--- src/rtl/pipeline_pkg.sv ---
// Shared pipeline types: fetch/decode bundle and fetch queue sizing.
// Occupancy classes used by fetch_queue to drive its handshakes.
package pipeline_pkg;

    localparam int FETCH_QUEUE_DEPTH = 4;

    typedef struct packed {
        logic [31:0] pc;
        logic [31:0] pc_plus4;
        logic [31:0] instr;
    } ifid_t;

    typedef enum logic [1:0] {
        OCC_EMPTY,
        OCC_PARTIAL,
        OCC_FULL
    } occ_e;

    function automatic occ_e occ_of(input int cnt, input int depth);
        occ_e o;
        if (cnt == 0)
            o = OCC_EMPTY;
        else if (cnt >= depth)
            o = OCC_FULL;
        else
            o = OCC_PARTIAL;
        return o;
    endfunction

endpackage

--- src/rtl/fetch_queue_mem.sv ---
// Fetch queue storage: DEPTH x ifid_t registers, one write port and an
// asynchronous read port. Contents are deliberately left unreset.
module fetch_queue_mem
    import pipeline_pkg::*;
#(
    parameter int DEPTH = 4,
    parameter int AW    = $clog2(DEPTH)
) (
    input  logic          clk,
    input  logic          we,
    input  logic [AW-1:0] waddr,
    input  ifid_t         wdata,
    input  logic [AW-1:0] raddr,
    output ifid_t         rdata
);

    ifid_t mem [DEPTH];

    always_ff @(posedge clk) begin
        if (we)
            mem[waddr] <= wdata;
    end

    assign rdata = mem[raddr];

endmodule

--- src/rtl/fetch_queue.sv ---
// In-order fetch->decode decoupling queue with single-cycle flush.
// Define FETCH_QUEUE_BYPASS_EN for zero-latency pass-through when empty.
module fetch_queue
    import pipeline_pkg::*;
#(
    parameter int DEPTH = FETCH_QUEUE_DEPTH
) (
    input  logic                     clk,
    input  logic                     rst_n,
    input  logic                     push_valid_i,
    input  ifid_t                    push_data_i,
    output logic                     push_ready_o,
    output logic                     pop_valid_o,
    output ifid_t                    pop_data_o,
    input  logic                     pop_ready_i,
    input  logic                     flush_i,
    output logic [$clog2(DEPTH):0]   count_o
);

    localparam int AW = $clog2(DEPTH);
    localparam int CW = AW + 1;

    logic [AW-1:0] wr_ptr;
    logic [AW-1:0] rd_ptr;
    logic [CW-1:0] count;
    ifid_t         rd_data;
    occ_e          occ;
    logic          push_fire;
    logic          pop_fire;
    logic          byp;

    assign occ     = occ_of(int'(count), DEPTH);
    assign count_o = count;

    always_comb begin
        push_ready_o = (occ != OCC_FULL) && !flush_i;
        pop_valid_o  = (occ != OCC_EMPTY) && !flush_i;
        pop_data_o   = '0;
        byp          = 1'b0;
`ifdef FETCH_QUEUE_BYPASS_EN
        // Empty queue forwards fetch straight to decode; only a
        // consumed bundle skips storage.
        if (occ == OCC_EMPTY && !flush_i) begin
            pop_valid_o = push_valid_i;
            byp         = push_valid_i && pop_ready_i;
        end
        if (pop_valid_o)
            pop_data_o = (occ == OCC_EMPTY) ? push_data_i : rd_data;
`else
        if (pop_valid_o)
            pop_data_o = rd_data;
`endif
        push_fire = push_valid_i && push_ready_o && !byp;
        pop_fire  = pop_valid_o && pop_ready_i && !byp;
    end

    always_ff @(posedge clk or negedge rst_n) begin
        if (!rst_n) begin
            wr_ptr <= '0;
            rd_ptr <= '0;
            count  <= '0;
        end else if (flush_i) begin
            wr_ptr <= '0;
            rd_ptr <= '0;
            count  <= '0;
        end else begin
            if (push_fire)
                wr_ptr <= wr_ptr + AW'(1);
            if (pop_fire)
                rd_ptr <= rd_ptr + AW'(1);
            case ({push_fire, pop_fire})
                2'b10:   count <= count + CW'(1);
                2'b01:   count <= count - CW'(1);
                default: count <= count;
            endcase
        end
    end

    fetch_queue_mem #(
        .DEPTH (DEPTH),
        .AW    (AW)
    ) u_mem (
        .clk   (clk),
        .we    (push_fire),
        .waddr (wr_ptr),
        .wdata (push_data_i),
        .raddr (rd_ptr),
        .rdata (rd_data)
    );

endmodule

--- config.mk ---
export PLATFORM = sky130hd
export DESIGN_NAME = fetch_queue
export DESIGN_NICKNAME = d
export VERILOG_FILES = /design/src/rtl/pipeline_pkg.sv /design/src/rtl/fetch_queue_mem.sv /design/src/rtl/fetch_queue.sv
export SDC_FILE = /design/constraint.sdc
export NUM_CORES = 1
export LEC_CHECK = 0
export CORE_MARGIN = 2
export CORE_UTILIZATION = 55
export DETAILED_ROUTE_END_ITERATION = 7
export PLACE_DENSITY = 0.83
export SYNTH_ARGS = -nofsm -noshare
export SYNTH_HDL_FRONTEND = slang
export SYNTH_HIERARCHICAL = 1
export SYNTH_SLANG_ARGS = --single-unit
--- constraint.sdc ---
create_clock -name clk -period 10.23 [get_ports clk]
set_input_delay 2.046 -clock clk [delete_from_list [all_inputs] [get_ports clk]]
set_output_delay 2.046 -clock clk [all_outputs]
set_load 0.03 [all_outputs]
==> impl_summary.md <==
Synthesis
The total nets after synthesis is ~770. The portion of synthesized area spent on multiplexers is about 14%. In this run the cell area of the synthesized design comes to 15040 sq um. In this run, distinct cell masters in the synthesized netlist total 31. Of the total synthesized cell area, the portion taken by XOR and XNOR cells is 0.3493%. The biggest area contributor in the post-synthesis netlist is sky130_fd_sc_hd__edfxtp_1.

Synthesis produced a netlist whose cell count is 665. Sorting the synthesized cells by area gives the leading types as sky130_fd_sc_hd__edfxtp_1 (77%), sky130_fd_sc_hd__mux4_2 (14%), sky130_fd_sc_hd__and2_1 (4.0%). Summing the areas of all compound-gate instances in the mapped netlist gives 0.4990% of the synthesized area.

The post-synthesis sequential area ratio is between 70 and 80%. The synthesized design contains 391 register bits. The synthesized area per cell is about 23 sq um. The synthesized netlist devotes 0.1331% of its cell area to adder and majority cells. The share of the synthesized area in the top cell type is 76.65%. The count of warnings emitted by yosys is 6. The simple logic cell fraction of the synthesized area is 5.173%. After synthesis, the largest family of logic cells by area is multiplexers.

Drt
The number of DRC violations after detailed routing is 0. The number of nets with antenna violations after routing is 0. Dividing the detail-routed wire length by the instance count gives 22.61 um. The routed layout has 7116 vias. The number of vias per cell after detailed routing is about 5.7. In this run, the number of DRC markers left after iteration 0 of detailed routing was ~600. The routed design has between 20 and 30 mm of wire. Before antenna repair, the detailed router went through 5 iterations.

Setup path
The most critical setup path has its endpoint at pop_data_o[74]. The data required time of the critical path is 8180 ps. The endpoint identified for the worst register-to-register timing path is u_mem/mem[0][74]. The launching element type of the critical path is an input pin.

The critical path is of the input pin to output port type. The number of cells on the worst reg-to-reg path is 5. For this design, the slowest cell found on the critical path is sky130_fd_sc_hd__nor2_4. The delay of the slowest critical-path stage is 1010 ps. The most numerous cell on the critical path is sky130_fd_sc_hd__clkdlybuf4s50_1. The flop-to-flop setup slack is between 6000 and 7000 ps. The kind of capture point of the worst setup path is an output port.

The maximum fanout encountered on the critical timing path is 55. For the worst setup path, the data arrival time is 5130 ps. The worst reg2reg path startpoint is count_o[2]. Walking the worst path, the cells encountered are clkdlybuf4s50_1, nor2_4, buf_4, and2_1, clkdlybuf4s50_1.

The origin of the worst setup path is flush_i.

Pwr
The clock network burns 37.9% of the power. Internal power comes to 0.002822 W. The sequential group share of total power is 50.9%. The power density over the cells is 194.2 nW/um^2. The switching power of the nets is 0.0007843 W. IR analysis of the VDD net gives a maximum drop of 0.1484 mV. Net switching is a little over a fifth of the power.

The standby leakage power is 5.863 nW. The share of total power dissipated in combinational logic is between 10% and 20%.

Finish
In the layout the commonest cells are sky130_fd_sc_hd__edfxtp_1 (384), sky130_fd_sc_hd__clkdlybuf4s50_1 (201), sky130_fd_sc_hd__and2_1 (96), sky130_fd_sc_hd__mux4_2 (96), sky130_fd_sc_hd__clkbuf_16 (41). The fill cell total of the finished layout is 1665. Relative to the synthesized area, the layout overhead comes to 23.44%. The number of nets in the layout is 983. The utilization after layout is 69.10%.

Summing all non-filler instances in the final layout gives an area of 18570 sq um. The finished layout holds 1250 standard cells, fillers aside. The most common cell after layout, fill and taps aside is sky130_fd_sc_hd__edfxtp_1. The post-route netlist has 18.61% of its cells at a drive strength greater than 1.

Timing
The worst hold slack across all endpoints is 690.8 ps. The top achievable clock speed is 0.1394 GHz. The share of the cycle needed by the critical path after routing is 70.11%. The aggregate negative setup slack is 0 ps. The shortest period the worst path allows is between 7000 and 8000 ps. The worst clock skew on the final layout is 16.70 ps. Setup violations remaining at the end of the flow were counted as 0.

Setup repair after global routing left no endpoint under its margin. The number of pins with negative max-slew slack in the final report is 0. At the pin with the least slew margin, the transition time is 1158 ps. The worst relative slew slack is 22.61%. The final hold violation count was 0.

Clocking
The tree is rooted in a sky130_fd_sc_hd__clkbuf_16. For this design, the CTS-stage hold fixing added 0 buffers. The clock buffer count from CTS is 40. Buffers added to address setup during post-CTS repair amount to 0. The buffer levels on the longest clock path is 3. The TritonCTS clock tree is built.

Clock tree synthesis found a total of 391 sinks. The total of cells resized after clock tree synthesis is 0. For the worst-skew pair, the clock arrives at the later sink with an insertion delay of just over 500 ps. CTS built an H-tree with a depth of 2. After clock tree synthesis, the clock-pin slew on the worst setup and hold paths is 60 ps.

Die
The die is about 170 um wide. The top-level I/O count is just over 200. The height of the chip is 169.4 um. The die covers 28690 sq um.

The core region is 26880 sq um. After floorplanning, the core was divided into 60 placement rows. Once the floorplan was initialized, standard cells occupied between 50% and 60% of the core.

Placement
The cell count after placement is ~1200. The total placed instance area is 17330 sq um. The congestion estimate from routability-driven global placement came to 0.7656. Input and output buffers added on the ports amount to 201. After legalization and detailed placement, the total HPWL measured between 15 and 20 mm.

Global route
Entering global routing, the biggest net connects 57 pins. The number of antenna violations at the first check in global routing is 4. The number of global-route vias before repair came to 7518.

After global routing the overflow that remains totals 0. The first-pass GRT wire length is 42.65 mm. Global routing used 19.86% of the available tracks.

Worst hold path
The worst hold path belongs to the class flip-flop to flip-flop. The hold path startpoint is wr_ptr[1].

Status
The flow ran to the end, and the final reports show no timing, DRC or antenna violations.

Flow run
The total of max-cap violations is 0.
[cell usage after synthesis (all sizes together)]
cell,number
nand3b,2
fa,1
a2111oi,1
dfrtp,7
nor2b,3
and3b,2
and2,96
a211o,1
nand2b,1
nor2,13
xnor2,2
edfxtp,384
xor2,4
nand2,3
nor3b,3
and3,1
nor3,1
clkbuf,10
a211oi,1
buf,26
a31oi,3
o211ai,1
a21oi,2
mux4,96
a21o,1
[through the flow]
stage / setup WS (ps) / total power [W]
CTS: 2945 / 0.003640
finish: 3057 / 0.003606
global placement: 3145 / 0.002266
floorplan: 3386 / 0.002125
detailed placement: 2961 / 0.002277
global route: 2784 / 0.003727
[registers in the layout, summed over array words and instances (netlist names)]
register   cells
rd_ptr         2
wr_ptr         2
count_o        3
u_mem/mem    384
[worst max-delay path, delay by kind of cell]
kind          cells  cell delay, ps
simple gates      2            1210
buf+inv           3            1830
[kinds of logic after synthesis]
logic type                 after synthesis
xor gates and xnor gates                 6
muxes                                   96
DFF                                    391
and+or+nand+nor                        125
buffers and inverters                   36
AOI/OAI and AO/OA                       10
adders and majority gates                1
[power groups by stage]
stage                     sequential, W  clock [W]  combinational, W
after detailed placement        0.00187          0          0.000407
after CTS                       0.00184    0.00139          0.000410
after global placement          0.00187          0          0.000400
after global routing            0.00184    0.00146          0.000431
after floorplan                 0.00187          0          0.000260
final                           0.00184    0.00137          0.000403
[layer usage]
metal  wire length, um  track usage [%]
met1             11480            27.29
met2             14010            31.93
met3              2248            5.993
met4               466            4.682
met5                57                0
[layout make-up]
class / instances / area (sq um) / share of cell area, %
Antenna cell: 1 / 2.502 / 0.01348
Clock buffer: 51 / 1064 / 5.727
Clock inverter: 18 / 172.7 / 0.9298
Multi-Input combinational cell: 238 / 3112 / 16.76
Sequential cell: 391 / 11710 / 63.08
Tap cell: 341 / 426.7 / 2.298
Timing Repair Buffer: 210 / 2079 / 11.20
[worst min-delay path by stage]
| stage | endpoint | cells past startpoint | slack (ps) |
|---|---|---|---|
| detailed placement | wr_ptr[1] | 2 | 670 |
| floorplan | rd_ptr[1] | 2 | 500 |
| global route | wr_ptr[1] | 2 | 720 |
| finish | wr_ptr[1] | 2 | 690 |
| CTS | wr_ptr[1] | 2 | 680 |
| global placement | wr_ptr[1] | 2 | 640 |
No activity file was read; power rests on OpenSTA's default activity.
==> RTL edit, RTL diff (same flow settings) <==
Reset style: synchronous (`rst_n`), changed in one clocked block. Comments in the files are not updated.
--- a/src/rtl/fetch_queue.sv
+++ b/src/rtl/fetch_queue.sv
@@ -55,5 +55,5 @@
     end
 
-    always_ff @(posedge clk or negedge rst_n) begin
+    always_ff @(posedge clk) begin
         if (!rst_n) begin
             wr_ptr <= '0;
Behaviour: differs if rst_n is asserted again (counterexample within 4 cycles, from zero or initial values and one cycle with rst_n low); with rst_n held inactive, the same outputs for 4 cycles.
==> RTL edit against the unedited design <==
Design area decreased by 0.53%. Worst setup slack better by 0.28 ns. Count of clock-buffer cells in the layout is 2 lower. Area after synthesis decreased by 0.30%. Sequential cell count stayed put. Non-clock buffer count increased by 1. Via count down 1.7%. Wire length down 0.44%. Critical path depth unchanged. Global-route usage rose by 0.081 points.
Power is not compared: it rests on default switching activity, and its combinational part moved more than twofold at a synthesized area within 25%.
==> RTL edit: results (changes against the unedited design) <==
Placed design
  – Hpwl dp: 16.6 mm (was 16.4 mm)
  – Pre-CTS WS: 3.27 ns (was 2.96 ns)
  – Cell Area, Placed: 0.0173 sq mm (about the same)

Cells and area
  – Fillers: 1674 (was 1665)
  – Final nets: 977 (was 983)
  – Ant diodes: 0 (was 1)
  – Share of cells above drive strength 1: 21.2% (was 18.6%)

Logic synthesis
  – Async S/R FF share, synth: 0% (was 1.79%)
  – Post-synthesis adder-cell area fraction: 0.217% (was 0.133%)
  – Commonest cells in the synthesized netlist: edfxtp_1 (384), mux4_2 (96), and2_1 (66), and2_4 (30), buf_2 (12) (was edfxtp_1 (384), and2_1 (96), mux4_2 (96), buf_2 (14), nor2_1 (12))
  – Compound-gate portion of the synthesized area: 0.234% (was 0.499%)
  – Post-synthesis net count: 758 (was 767)
  – Largest cells by area after synthesis: edfxtp_1 (77%), mux4_2 (14%), and2_1 (2.8%) (was edfxtp_1 (77%), mux4_2 (14%), and2_1 (4.0%))
  – Register area share after synthesis: 77.8% (about the same)
  – XOR/XNOR Fraction of Synth Area: 0.234% (was 0.349%)

Setup path
  – Critical Path Max Stage Delay: 0.71 ns (was 1.01 ns)
  – Crit-path max FO: 58 (was 55)

STA
  – Worst Skew: 0.0119 ns (was 0.0167 ns)
  – Relative slew slack: 41.2% (was 22.6%)

Route
  – Starting DRT DRC Count: 595 (was 599)
  – Wire per inst: 22.7 um (was 22.6 um)
  – First-pass iteration count of the detailed router: 5 (unchanged)
  – Vias per cell: 5.63 (was 5.69)

GRT
  – Global-route usage over all layers: 19.9% (about the same)
  – Vias in the first global route: 7647 (was 7518)
  – Largest net degree at the start of global routing: 59 (was 57)
  – Met1 Use GR: 25.9% (was 27.3%)
  – First-pass GRT wire length: 42.8 mm (was 42.6 mm)
  – Initial antenna violation count: 1 (was 4)
  – Met2 Use GR: 34.3% (was 31.9%)

Outcome
  – Status: complete, no violations (unchanged)

CTS
  – Cts bufs inserted: 38 (was 40)
  – Postcts setup bufs: 0 (unchanged)

Min path
  – Hold Path Class: reg -> reg (unchanged)
RTL edit: cell count changes after synthesis, moves of 4 or more:
cell      delta
buf_6        -5
dfrtp_1      -7
nor2_1       -5
and2_1      -30
clkbuf_2     -5
dfxtp_1      +7
and2_4      +30
buf_8        +4
clkbuf_1     +5
inv_1        +5
RTL edit: cell type report:
type,instances,area [sq um],area share (%)
sequential,391,11700,63.2
multi-input combinational,227,3090,16.7
tap,341,427,2.31
timing repair buffer,211,2090,11.3
inverter,5,18.8,0.102
clock buffer,49,992,5.37
clock inverter,18,176,0.955
RTL edit: path summary, 6_finish.rpt:
| path | from | end | slack [ns] | cells after the start |
|---|---|---|---|---|
| min | count_o[1] | count_o[1] | 0.61 | 2 |
| max reg2reg | count_o[2] | u_mem/mem[1][36] | 7.45 | 5 |
| min reg2reg | count_o[1] | count_o[1] | 0.61 | 2 |
| max | flush_i | pop_data_o[6] | 3.34 | 5 |
RTL edit: report_power, final:
part / switching [mW] / leakage (nW) / total [mW] / internal (mW)
sequential: 0.00712 / 3.55 / 1.80 / 1.79
combinational: 0.0701 / 1.68 / 0.143 / 0.0731
clock: 0.552 / 0.566 / 1.31 / 0.763
RTL edit: cells by family (layout without fill, tap and decap cells):
kind of cell    Yosys count  after routing
flops                   391            391
simple gates            118            118
mux                      96             96
buf+inv                  37            283
compound gates            7              7
xor+xnor                  4              4
fa+ha+maj                 2              2
RTL edit: per-layer routing:
metal / wire length [um] / part of all wire [%]
met4: 607 / 2.2
met5: 11 / 0.039
met3: 1770 / 6.3
met2: 14700 / 52
met1: 11100 / 39
RTL edit: worst max-delay path, delay by kind of cell:
kind | cells | cell delay [ns]
buffers and inverters | 3 | 1.79
AND/OR/NAND/NOR | 2 | 0.98
RTL edit: stage by stage:
step / std cells / hold slack (ns)
finish: 1242 / 0.609
global route: 1242 / 0.647
CTS: 1242 / 0.600
detailed placement: 1175 / 0.588
global placement: 1175 / 0.577
floorplan: 655 / 0.455
